`config.mk`:
```
export PLATFORM = sky130hd
export DESIGN_NAME = router_ctrl
export DESIGN_NICKNAME = d
export VERILOG_FILES = /design/src/rtl/router_ctrl.sv
export SDC_FILE = /design/constraint.sdc
export NUM_CORES = 1
export LEC_CHECK = 0
export CORE_ASPECT_RATIO = 1.4
export CORE_MARGIN = 1
export CORE_UTILIZATION = 40
export CTS_CLUSTER_DIAMETER = 60
export DETAILED_ROUTE_END_ITERATION = 10
export PLACE_DENSITY = 0.7
export SYNTH_ARGS = -nofsm -noshare
export SYNTH_HDL_FRONTEND = slang
export SYNTH_SLANG_ARGS = --single-unit
```
`constraint.sdc`:
```
create_clock -name clock -period 2.73 [get_ports clock]
set_input_delay 0.6825 -clock clock [delete_from_list [all_inputs] [get_ports clock]]
set_output_delay 0.6825 -clock clock [all_outputs]
set_load 0.005 [all_outputs]
```
`src/rtl/router_ctrl.sv`:
```
// Sequencing controller of the 1x3 router: header decode, FIFO write strobes,
// source throttling, and packet parity check. The per-port read timeout and
// the soft_reset flush pulses are built only when ROUTER_SOFT_RESET_EN is defined.
module router_ctrl #(
  parameter int unsigned TIMEOUT = 30
) (
  input  logic       clock,
  input  logic       reset,
  input  logic       pkt_valid,
  input  logic [7:0] data_in,
  input  logic [2:0] fifo_full,
  input  logic [2:0] fifo_empty,
  input  logic [2:0] read_enb,
  output logic [2:0] write_enb,
  output logic [7:0] hold_data,
  output logic       lfd_state,
  output logic       laf_state,
  output logic       busy,
  output logic       error,
  output logic [2:0] soft_reset
);

  typedef enum logic [2:0] {
    DECODE_ADDRESS,
    WAIT_TILL_EMPTY,
    LOAD_FIRST_DATA,
    LOAD_DATA,
    FIFO_FULL_STATE,
    LOAD_AFTER_FULL,
    CHECK_PARITY_ERROR
  } state_e;

  state_e     state_q, state_d;
  logic [1:0] addr_q, addr_d;
  logic [7:0] parity_q, parity_d;
  logic [7:0] pkt_parity_q, pkt_parity_d;
  logic [7:0] hold_data_q, hold_data_d;
  logic       hold_last_q, hold_last_d;
  logic       error_q, error_d;

  logic [2:0] addr_oh;
  logic       hdr_empty;
  logic       sel_empty;
  logic       sel_full;
  logic       wr;
  logic       abort;

  // Both lookups go through one-hot masks, so addr 3 can never index past [2:0].
  always_comb begin
    // NOTE: every variable written in always_comb gets a default first, so no path can infer a latch.
    addr_oh   = 3'b000;
    hdr_empty = 1'b0;
    case (addr_q)
      2'd0:    addr_oh = 3'b001;
      2'd1:    addr_oh = 3'b010;
      2'd2:    addr_oh = 3'b100;
      default: addr_oh = 3'b000;
    endcase
    case (data_in[1:0])
      2'd0:    hdr_empty = fifo_empty[0];
      2'd1:    hdr_empty = fifo_empty[1];
      2'd2:    hdr_empty = fifo_empty[2];
      default: hdr_empty = 1'b0;
    endcase
  end

  assign sel_empty = |(fifo_empty & addr_oh);
  assign sel_full  = |(fifo_full & addr_oh);

`ifdef ROUTER_SOFT_RESET_EN
  localparam logic [7:0] CNT_MAX = 8'(TIMEOUT - 1);

  logic [2:0][7:0] cnt_q, cnt_d;
  logic [2:0]      soft_reset_q, soft_reset_d;

  // A port times out only while it has data to offer and nobody is reading it.
  always_comb begin
    cnt_d        = cnt_q;
    soft_reset_d = 3'b000;
    for (int i = 0; i < 3; i++) begin
      if (read_enb[i] || fifo_empty[i]) begin
        cnt_d[i] = 8'd0;
      end else if (cnt_q[i] == CNT_MAX) begin
        cnt_d[i]        = 8'd0;
        soft_reset_d[i] = 1'b1;
      end else begin
        cnt_d[i] = cnt_q[i] + 8'd1;
      end
    end
  end

  always_ff @(posedge clock or posedge reset) begin
    if (reset) begin
      cnt_q        <= '0;
      soft_reset_q <= 3'b000;
    end else begin
      cnt_q        <= cnt_d;
      soft_reset_q <= soft_reset_d;
    end
  end

  assign soft_reset = soft_reset_q;
  assign abort      = (state_q != DECODE_ADDRESS) && |(soft_reset_q & addr_oh);
`else
  logic unused_cfg;
  assign unused_cfg = ^{read_enb, 8'(TIMEOUT)};
  assign soft_reset = 3'b000;
  assign abort      = 1'b0;
`endif

  always_comb begin
    state_d      = state_q;
    addr_d       = addr_q;
    parity_d     = parity_q;
    pkt_parity_d = pkt_parity_q;
    hold_data_d  = hold_data_q;
    hold_last_d  = hold_last_q;
    error_d      = error_q;
    wr           = 1'b0;
    busy         = 1'b0;
    lfd_state    = 1'b0;
    laf_state    = 1'b0;

    case (state_q)
      DECODE_ADDRESS: begin
        if (pkt_valid && (data_in[1:0] != 2'd3)) begin
          addr_d   = data_in[1:0];
          parity_d = data_in;
          state_d  = hdr_empty ? LOAD_FIRST_DATA : WAIT_TILL_EMPTY;
        end
      end
      WAIT_TILL_EMPTY: begin
        busy = 1'b1;
        if (sel_empty) state_d = LOAD_FIRST_DATA;
      end
      LOAD_FIRST_DATA: begin
        busy      = 1'b1;
        lfd_state = 1'b1;
        wr        = 1'b1;
        error_d   = 1'b0;
        state_d   = LOAD_DATA;
      end
      LOAD_DATA: begin
        // A byte that meets a full FIFO is parked in hold_data, parity byte included.
        if (sel_full) begin
          hold_data_d = data_in;
          hold_last_d = ~pkt_valid;
          state_d     = FIFO_FULL_STATE;
        end else begin
          wr = 1'b1;
          if (pkt_valid) begin
            parity_d = parity_q ^ data_in;
          end else begin
            pkt_parity_d = data_in;
            state_d      = CHECK_PARITY_ERROR;
          end
        end
      end
      FIFO_FULL_STATE: begin
        busy = 1'b1;
        if (!sel_full) state_d = LOAD_AFTER_FULL;
      end
      LOAD_AFTER_FULL: begin
        busy      = 1'b1;
        laf_state = 1'b1;
        wr        = 1'b1;
        if (hold_last_q) begin
          pkt_parity_d = hold_data_q;
          state_d      = CHECK_PARITY_ERROR;
        end else begin
          parity_d = parity_q ^ hold_data_q;
          state_d  = LOAD_DATA;
        end
      end
      CHECK_PARITY_ERROR: begin
        busy    = 1'b1;
        error_d = (parity_q != pkt_parity_q);
        state_d = DECODE_ADDRESS;
      end
      default: state_d = DECODE_ADDRESS;
    endcase

    // A flushed destination abandons the packet: no write, no bookkeeping, error kept.
    if (abort) begin
      state_d      = DECODE_ADDRESS;
      wr           = 1'b0;
      addr_d       = addr_q;
      parity_d     = parity_q;
      pkt_parity_d = pkt_parity_q;
      hold_data_d  = hold_data_q;
      hold_last_d  = hold_last_q;
      error_d      = error_q;
    end
  end

  assign write_enb = wr ? addr_oh : 3'b000;
  assign hold_data = hold_data_q;
  assign error     = error_q;

  always_ff @(posedge clock or posedge reset) begin
    // NOTE: state registers use non-blocking assignments so every flop samples pre-edge values.
    if (reset) begin
      state_q      <= DECODE_ADDRESS;
      addr_q       <= 2'd0;
      parity_q     <= 8'd0;
      pkt_parity_q <= 8'd0;
      hold_data_q  <= 8'd0;
      hold_last_q  <= 1'b0;
      error_q      <= 1'b0;
    end else begin
      state_q      <= state_d;
      addr_q       <= addr_d;
      parity_q     <= parity_d;
      pkt_parity_q <= pkt_parity_d;
      hold_data_q  <= hold_data_d;
      hold_last_q  <= hold_last_d;
      error_q      <= error_d;
    end
  end

endmodule

```
# Yosys cells after proc, flatten, opt, wreduce, memory -nomap -nowiden
# Index checks and enable logic that the tools add are counted.
[totals] regBits=31 latch_bits=0 ramBits=0 mem_bits_ro=0 in_bits=20 wordCells=75 n_memories=0
[classes] n_addsub=0 mul=0 div_mod_pow=0 n_lt_le_gt_ge=0 n_eq_ne=21 shifts=0 mux=26 bitwise=5 n_reduce_logical=16
[ops] op="8-bit 2-to-1 mux" count=7
[ops] op="8-bit one-hot mux with 3 select lines" count=1
[ops] op="3-bit 2-to-1 mux" count=7
[ops] op="2-bit != test, second input constant" count=9
[ops] op="3-bit one-hot mux with 6 select lines" count=1
[ops] op="8-bit one-hot mux with 2 select lines" count=1
[ops] op="8-bit bitwise XOR" count=2
[ops] op="3-bit == test, second input constant" count=3
[ops] op="3-bit one-hot mux with 3 select lines" count=1
[ops] op="8-bit != test" count=1
[ops] op="4-bit AND reduction" count=2
[ops] op="3-bit AND" count=2
[ops] op="3-bit by 2-bit == test with 1-bit output, second input constant" count=2
[ops] op="3-bit OR reduction" count=2
[ops] op="5-bit AND reduction" count=1
[ops] op="5-bit OR reduction" count=1
[ops] op="2-bit by 1-bit == test with 1-bit output, second input constant" count=2
[ops] op="2-bit == test, second input constant" count=2
[ops] op="2-bit zero test" count=2
[ops] op="1-bit 2-to-1 mux" count=4
[ops] op="1-bit one-hot mux with 2 select lines" count=2
[ops] op="2-bit AND reduction" count=2
[ops] op="2-bit nonzero test" count=2
[ops] op="3-bit by 1-bit == test with 1-bit output, second input constant" count=1
[ops] op="other kinds (8)" count=8

# Longest topological paths before layout
# Gate-level depths: netlist of run 1.
[logic_depth] word_depth=7 ltp_mapped=7 ltp_nobuf=6

# Worst setup path before layout of run 1
# Ideal clock, no wire load.
[synth_timing] path_type="in2out" start="input port fifo_full[1]" end="output port write_enb[1]" t_arrival_ps=1568 setup_slack_ps=479 stages=5 path_buffers=0 path_cell_list="mux2i_1 > o21ai_0 > a21oi_1 > a21oi_1 > nor3b_1"
[synth_via] elab_chain_len=5
[synth_lines] item="start, declared" line="11" text="input logic [2:0] fifo_full,"
[synth_lines] item="3-bit AND" line="68" text="assign sel_full = |(fifo_full & addr_oh);"
[synth_lines] item="3-bit OR reduction" line="68"
[synth_lines] item="1-bit 2-to-1 mux" line="145" text="if (sel_full) begin"
[synth_lines] item="1-bit one-hot mux with 2 select lines" line="124" text="case (state_q)"
[synth_lines] item="3-bit 2-to-1 mux" line="196" text="assign write_enb = wr ? addr_oh : 3'b000;"
[synth_lines] item="end, declared" line="14" text="output logic [2:0] write_enb,"
# No other way between the ends.

# Final worst setup path of run 1
[layout_timing] start="input port fifo_full[2]" end="output port write_enb[1]"
# Same word-level chain as after synthesis.

==> results of run 1 <==
## cell usage after synthesis (2+ instances only)
master	count	share of area, %
a21oi_1	11	2.9
a22o_1	5	2.3
a2bb2oi_1	5	2.3
a31oi_1	8	2.6
buf_2	3	0.78
buf_4	3	1.2
clkbuf_1	6	1.2
dfrtp_1	31	40
inv_1	5	0.98
mux2_2	11	6.5
mux2i_1	7	3.7
nand2_1	11	2.2
nand2b_1	4	1.3
nand3b_1	3	1.2
nand4_1	2	0.65
nor2_1	18	3.5
nor2b_1	9	2.9
nor3_1	4	1.0
nor3b_1	4	1.6
o211ai_1	2	0.78
o21ai_0	6	1.6
o21ai_1	3	0.78
o221ai_2	3	2.3
o22a_1	6	2.7
o2bb2ai_1	2	0.91
xnor2_1	8	3.7
## routing by layer
layer | vias up | wire length [um] | GRT usage, %
met5 | - | 0 | 0
met4 | 0 | 97 | 8.68
met3 | 11 | 183 | 4.34
met2 | 46 | 2450 | 33.9
met1 | 825 | 2020 | 25.5
li1 | 818 | - | -
## registers in the layout (all words and copies together) (netlist names)
| signal | flops |
|---|---|
| addr_q | 2 |
| state_q | 3 |
| error | 1 |
| pkt_parity_q | 8 |
| hold_data | 8 |
| hold_last_q | 1 |
| parity_q | 8 |
## cells by family (layout without fill, tap and decap cells)
kind of cell    count (synthesis)  in the layout  share of synthesized area, %
mux                            18             18                          10.1
compound gates                 60             60                          23.5
xor+xnor                        8              8                          3.65
simple gates                   61             61                          17.0
buf+inv                        20             66                          5.09
flops                          31             31                          40.4
other cells                     1              3                         0.196
## cell type report
| cell class | instances | area (sq um) | area share, % |
|---|---|---|---|
| Sequential cell | 31 | 777 | 31.2 |
| Multi-Input combinational cell | 150 | 1070 | 43.1 |
| Inverter | 6 | 22.5 | 0.903 |
| Clock inverter | 3 | 15.0 | 0.602 |
| Timing Repair Buffer | 52 | 458 | 18.4 |
| Clock buffer | 5 | 68.8 | 2.76 |
| Tap cell | 62 | 77.6 | 3.11 |
## repair_timing
item | 4_1_cts | 5_1_grt
endpoints found under the hold margin | 0 | 0
cloned | 0 | 0
gates resized for setup | 12 | 7
endpoints found under the setup margin | 3 | 4
pin swaps | 4 | 4
setup buffers | 4 | 0
## stage by stage
stage	instance area, sq um	util (%)	setup TNS (ps)
floorplan	1930	-	0
global route	2490	54.5	0
detailed placement	2370	51.8	-1060
CTS	2480	54.2	0
global placement	2370	51.8	-837
finish	2490	54.5	0
## final timing paths
kind	start	end	slack, ps	cells after the start
max	fifo_full[2]	write_enb[1]	90	7
max reg2reg	state_q[0]$_DFFE_PP0P_	parity_q[7]$_DFFE_PP0P_	530	6
min	error$_DFFE_PP0P_	error$_DFFE_PP0P_	520	2
min in group asynchronous	reset	state_q[0]$_DFFE_PP0P_	780	3
min reg2reg	error$_DFFE_PP0P_	error$_DFFE_PP0P_	520	2
max in group asynchronous	reset	state_q[2]$_DFFE_PP0P_	1640	3
## power by group through the flow
stage,registers (mW),logic [mW],clock network [mW]
floorplan,0.862,1.02,0
global placement,0.931,1.47,0
detailed placement,0.937,1.49,0
CTS,0.934,1.52,0.362
global route,0.978,1.68,0.378
finish,0.941,1.52,0.354
## worst register-to-register path: stages, from the launching register on
cell	delay, ps
dfrtp_1	510
buf_4	240
or4bb_1	520
o211ai_2	90
a21bo_4	310
mux2_2	280
o221ai_2	160
==> qor.yml, run 1 <==
pwr:
  power_switching_mw: 1.10
  power_frac_comb_pct: 54.0
  total_power_mw: 2.82
  swShare_pct: 39.0
  cellLeakagePower_nw: 1.07
  powerDensity_nw_per_um2: 1130
  seqPwrFrac_pct: 33.4
  clock_power_share_pct: 12.6
  internal_power_mw: 1.72
  ir_drop_uv: 505
worst_setup_path:
  cp.arrival_ps: 1960
  crit_type: "primary input to output port"
  crit_path_start_kind: "primary input"
  crit_buf_inv: 2
  crit_slowest_cell: "clkdlybuf4s50_1"
  crit_chain: "clkdlybuf4s50_1 > nand3b_1 > o21ai_2 > a21oi_1 > a21oi_2 > nor3b_2 > buf_2"
  cp_top_family: "buffers and inverters"
  max_stage_delay_ps: 480
  worstSetupEndpointType: "output port"
  cp_max_fo: 3
  worstPathRequired_ps: 2050
sta:
  hold_ws_ps: 519
  setup_viol: 0
  timing.final.hold_violations: 0
  finalCritPeriodShare_pct: 96.8
  fmax_mhz: 379
  finClkSkew_ps: 5.22
  drv_slew: 0
  rsz0062_at_grt: "false"
  setup_slack_ps: 88.0
  timing.final.crit_period_ps: 2640
synthesis:
  synth_edf_count: 0
  synth-seq-cells: 31
  ys_warn_count: 0
  async_reset_ff_share_pct: 100
  avgSynthCellArea_sq_um: 9.64
  yosysSeqAreaShare_pct: 40.4
  yosysUniqueCellTypes: 45
  netlist_instances: 199
  syn_area_sq_um: 1920
  synth_flop_cell: "dfrtp_1"
cells_and_area:
  fill_cells: 437
  drive_gt1_share_pct: 22.7
  layout_common_cells: "30 x dfrtp_1, 26 x clkdlybuf4s50_1, 21 x buf_4, 18 x nor2_1"
  final_cells: 309
  final_common_cell: "dfrtp_1"
  antenna_cells: 0
  area.growth.synth_to_final_pct: 30.0
  nNetsFinal: 266
cts:
  clock_path_buffers: 2
  clk_latency_ps: 290
  cts_num_sinks: 31
  cts_tree: "yes"
  ctsHoldBuffers: 0
  clk_pin_slew_worst_paths_ps: 60
  clockRootBuffer: "clkbuf_8"
  htree_levels: 2
  cts_buffers: 5
route:
  dr.pass1.iters: 4
  vias: 1700
  drt_iter0_markers: 64
  wl_mm: 4.75
  final_antenna_net_count: 0
  routed_via_density: 5.50
  detail_route.wl_per_cell_um: 15.4
  drc: 0
placement:
  gp_congestion: 0.831
  port_buffers: 31
  pre_cts_slack_ps: -376
  dp_cells: 297
  dp_hpwl_mm: 3.28
floorplan:
  initial_core_util_pct: 42.0
  rows: 29
  fp.coreArea_sq_um: 4570
  num_io_pins: 38
  die_h_um: 83.9
  dieArea_sq_um: 5080
  die_w_um: 60.5
grt:
  antenna_found_initial: 0
  grt_max_degree: 32
  first_global_vias: 1725
  grt_pass1_wl_mm: 7.99
  grt-ovfl-total: 0
  grtUsageTotal_pct: 20.7
flow_run:
  cap_violations: 0
hold_path:
  hold_path.class: "register to register"
status:
  status: "finished, final reports clean"
Power figures use the tool's default switching activity.
==> run 2, diff against run 1 <==
--- a/config.mk
+++ b/config.mk
@@ -7,10 +7,11 @@
 export LEC_CHECK = 0
 export CORE_ASPECT_RATIO = 1.4
 export CORE_MARGIN = 1
-export CORE_UTILIZATION = 40
+export CORE_UTILIZATION = 30
 export CTS_CLUSTER_DIAMETER = 60
 export DETAILED_ROUTE_END_ITERATION = 10
-export PLACE_DENSITY = 0.7
+export PLACE_DENSITY = 0.57
+export SLEW_MARGIN = 20
 export SYNTH_ARGS = -nofsm -noshare
 export SYNTH_HDL_FRONTEND = slang
 export SYNTH_SLANG_ARGS = --single-unit
==> qor.yml, run 2 (synthesis results as in run 1) <==
cts:
  clk_latency_ps: 280  # about the same
  htree_levels: 2  # unchanged
  ctsHoldBuffers: 0  # unchanged
  cts_tree: "yes"
  clockRootBuffer: "clkbuf_8"
  clock_path_buffers: 2  # unchanged
  cts_num_sinks: 31  # unchanged
  clk_pin_slew_worst_paths_ps: 60  # about the same
  cts_buffers: 5  # unchanged
pwr:
  ir_drop_uv: 447  # -11%
  powerDensity_nw_per_um2: 1120  # -0.80%
  total_power_mw: 2.81  # -0.20%
  cellLeakagePower_nw: 1.05  # -2.5%
cells_and_area:
  final_common_cell: "dfrtp_1"
  fin_util_pct: 40.4  # -14 points
  fin_area_sq_um: 2510  # +0.60%
  layout_common_cells: "31 x dfrtp_1, 28 x clkdlybuf4s50_1, 21 x buf_4, 18 x nor2_1"
  area.sequential_sq_um: 776  # -0.16%
  final_cells: 319  # +3.2%
  nNetsFinal: 266  # unchanged
  area.growth.synth_to_final_pct: 30.8
  multiInputGateArea_sq_um: 1080  # +0.23%
  drive_gt1_share_pct: 21.9  # -0.81 points
  antenna_cells: 0  # unchanged
  fill_cells: 624  # +43%
floorplan:
  die_h_um: 96.6  # +15%
  fp.coreArea_sq_um: 6210  # +36%
  dieArea_sq_um: 6720  # +32%
  num_io_pins: 38  # unchanged
  rows: 34  # +17%
  initial_core_util_pct: 30.9  # -11 points
  die_w_um: 69.6  # +15%
worst_setup_path:
  reg2regPathDepth: 6  # unchanged
  worstPathRequired_ps: 2050  # about the same
  crit_chain: "clkdlybuf4s50_1 > mux2i_2 > o21ai_2 > a21oi_2 > a21oi_2 > nor3_2 > clkdlybuf4s15_1"
  crit_path_start_kind: "primary input"
  crit_type: "primary input to output port"
  crit-reg2reg-launch: "state_q[0]$_DFFE_PP0P_"
  r2r_end: "parity_q[0]$_DFFE_PP0P_"
  max_stage_delay_ps: 470  # about the same
  path_common_cell: "a21oi_2"
  r2r_setup_slack_ps: 500  # -30 ps
  cp.arrival_ps: 1990  # +30 ps
  crit_slowest_cell: "clkdlybuf4s50_1"
  cp_max_fo: 3  # unchanged
  worstSetupEndpointType: "output port"
grt:
  grt_pass1_wl_mm: 7.99  # unchanged
  antenna_found_initial: 0  # unchanged
  grtUsageTotal_pct: 14.9  # -5.8 points
  first_global_vias: 1651  # -4.3%
  grt_max_degree: 32  # unchanged
  grt-ovfl-total: 0  # unchanged
sta:
  timing.final.hold_violations: 0  # unchanged
  rsz0062_at_grt: "true"
  drv_slew: 0  # unchanged
  setup_tns_ps: 0  # unchanged
  setup_slack_ps: 57.6  # -30.4 ps
  hold_ws_ps: 520  # +0.740 ps
  timing.final.crit_period_ps: 2670  # +30.4 ps
  setup_viol: 0  # unchanged
  finalCritPeriodShare_pct: 97.9  # +1.1 points
  fmax_mhz: 374  # -1.1%
  finClkSkew_ps: 6.35  # +1.13 ps
flow_run:
  cap_violations: 0  # unchanged
route:
  vias: 1623  # -4.5%
  drt_iter0_markers: 117  # +83%
  drc: 0  # unchanged
  final_antenna_net_count: 0  # unchanged
  routed_via_density: 5.09  # -7.5%
  wl_mm: 4.62  # -2.8%
  detail_route.wl_per_cell_um: 14.5  # -5.9%
  dr.pass1.iters: 4  # unchanged
placement:
  dp_hpwl_mm: 3.28  # +0.26%
  dp_cells: 310  # +4.4%
  place_area_sq_um: 2400  # +1.5%
  port_buffers: 31  # unchanged
  gp_congestion: 0.767  # -7.7%
  pre_cts_slack_ps: -391  # -15.9 ps
hold_path:
  hold_path.class: "register to register"
  worstHoldPathCells: 2  # unchanged
  worstHoldEndpoint: "error$_DFFE_PP0P_"
  hp-start: "error$_DFFE_PP0P_"
status:
  status: "finished, final reports clean"
run 2: changes by cell type in the layout (fill, tap and decap cells not counted), sizes merged:
cell	previous run	this run
clkinv	3	1
clkinvlp	0	1
clkdlybuf4s15	0	1
dlymetal6s2s	2	0
clkdlybuf4s50	26	28
run 2: worst max-delay path: cells and delay by family:
| kind | cells | cell delay (ps) |
|---|---|---|
| mux | 1 | 90 |
| buf+inv | 2 | 670 |
| simple gates | 1 | 50 |
| compound gates | 3 | 490 |
run 2: per-layer routing:
layer / GRT usage [%] / share of wire, % / vias to the layer above
met5: 0 / 0 / -
met1: 18.6 / 46 / 764
li1: - / - / 820
met2: 25.5 / 50 / 34
met3: 2.71 / 3.5 / 5
met4: 5.18 / 1.2 / 0
run 2: what timing repair did:
item	4_1_cts	5_1_grt
buffers inserted	1	0
gates resized for setup	13	4
pin swaps	5	2
setup endpoints to repair	3	3
run 2: how the worst max path moves through the flow:
stage                               to  slack (ps)          from
final                     write_enb[0]          60  fifo_full[0]
after floorplan           write_enb[1]         480  fifo_full[1]
after CTS                 write_enb[0]          20  fifo_full[1]
after global placement    write_enb[1]        -340  fifo_full[1]
after global routing      write_enb[2]         -10  fifo_full[0]
after detailed placement  write_enb[1]        -390  fifo_full[1]
run 2: final cells by class:
class	count	share of cell area (%)
multi-input combinational	150	42.9
tap	72	3.59
clock inverter	2	0.499
inverter	6	0.898
sequential	31	30.9
clock buffer	6	2.89
timing repair buffer	52	18.3
run 2: power breakdown:
part	total (mW)	internal (mW)	switching (mW)
Combinational	1.54	0.863	0.679
Clock	0.347	0.178	0.169
Sequential	0.922	0.690	0.232
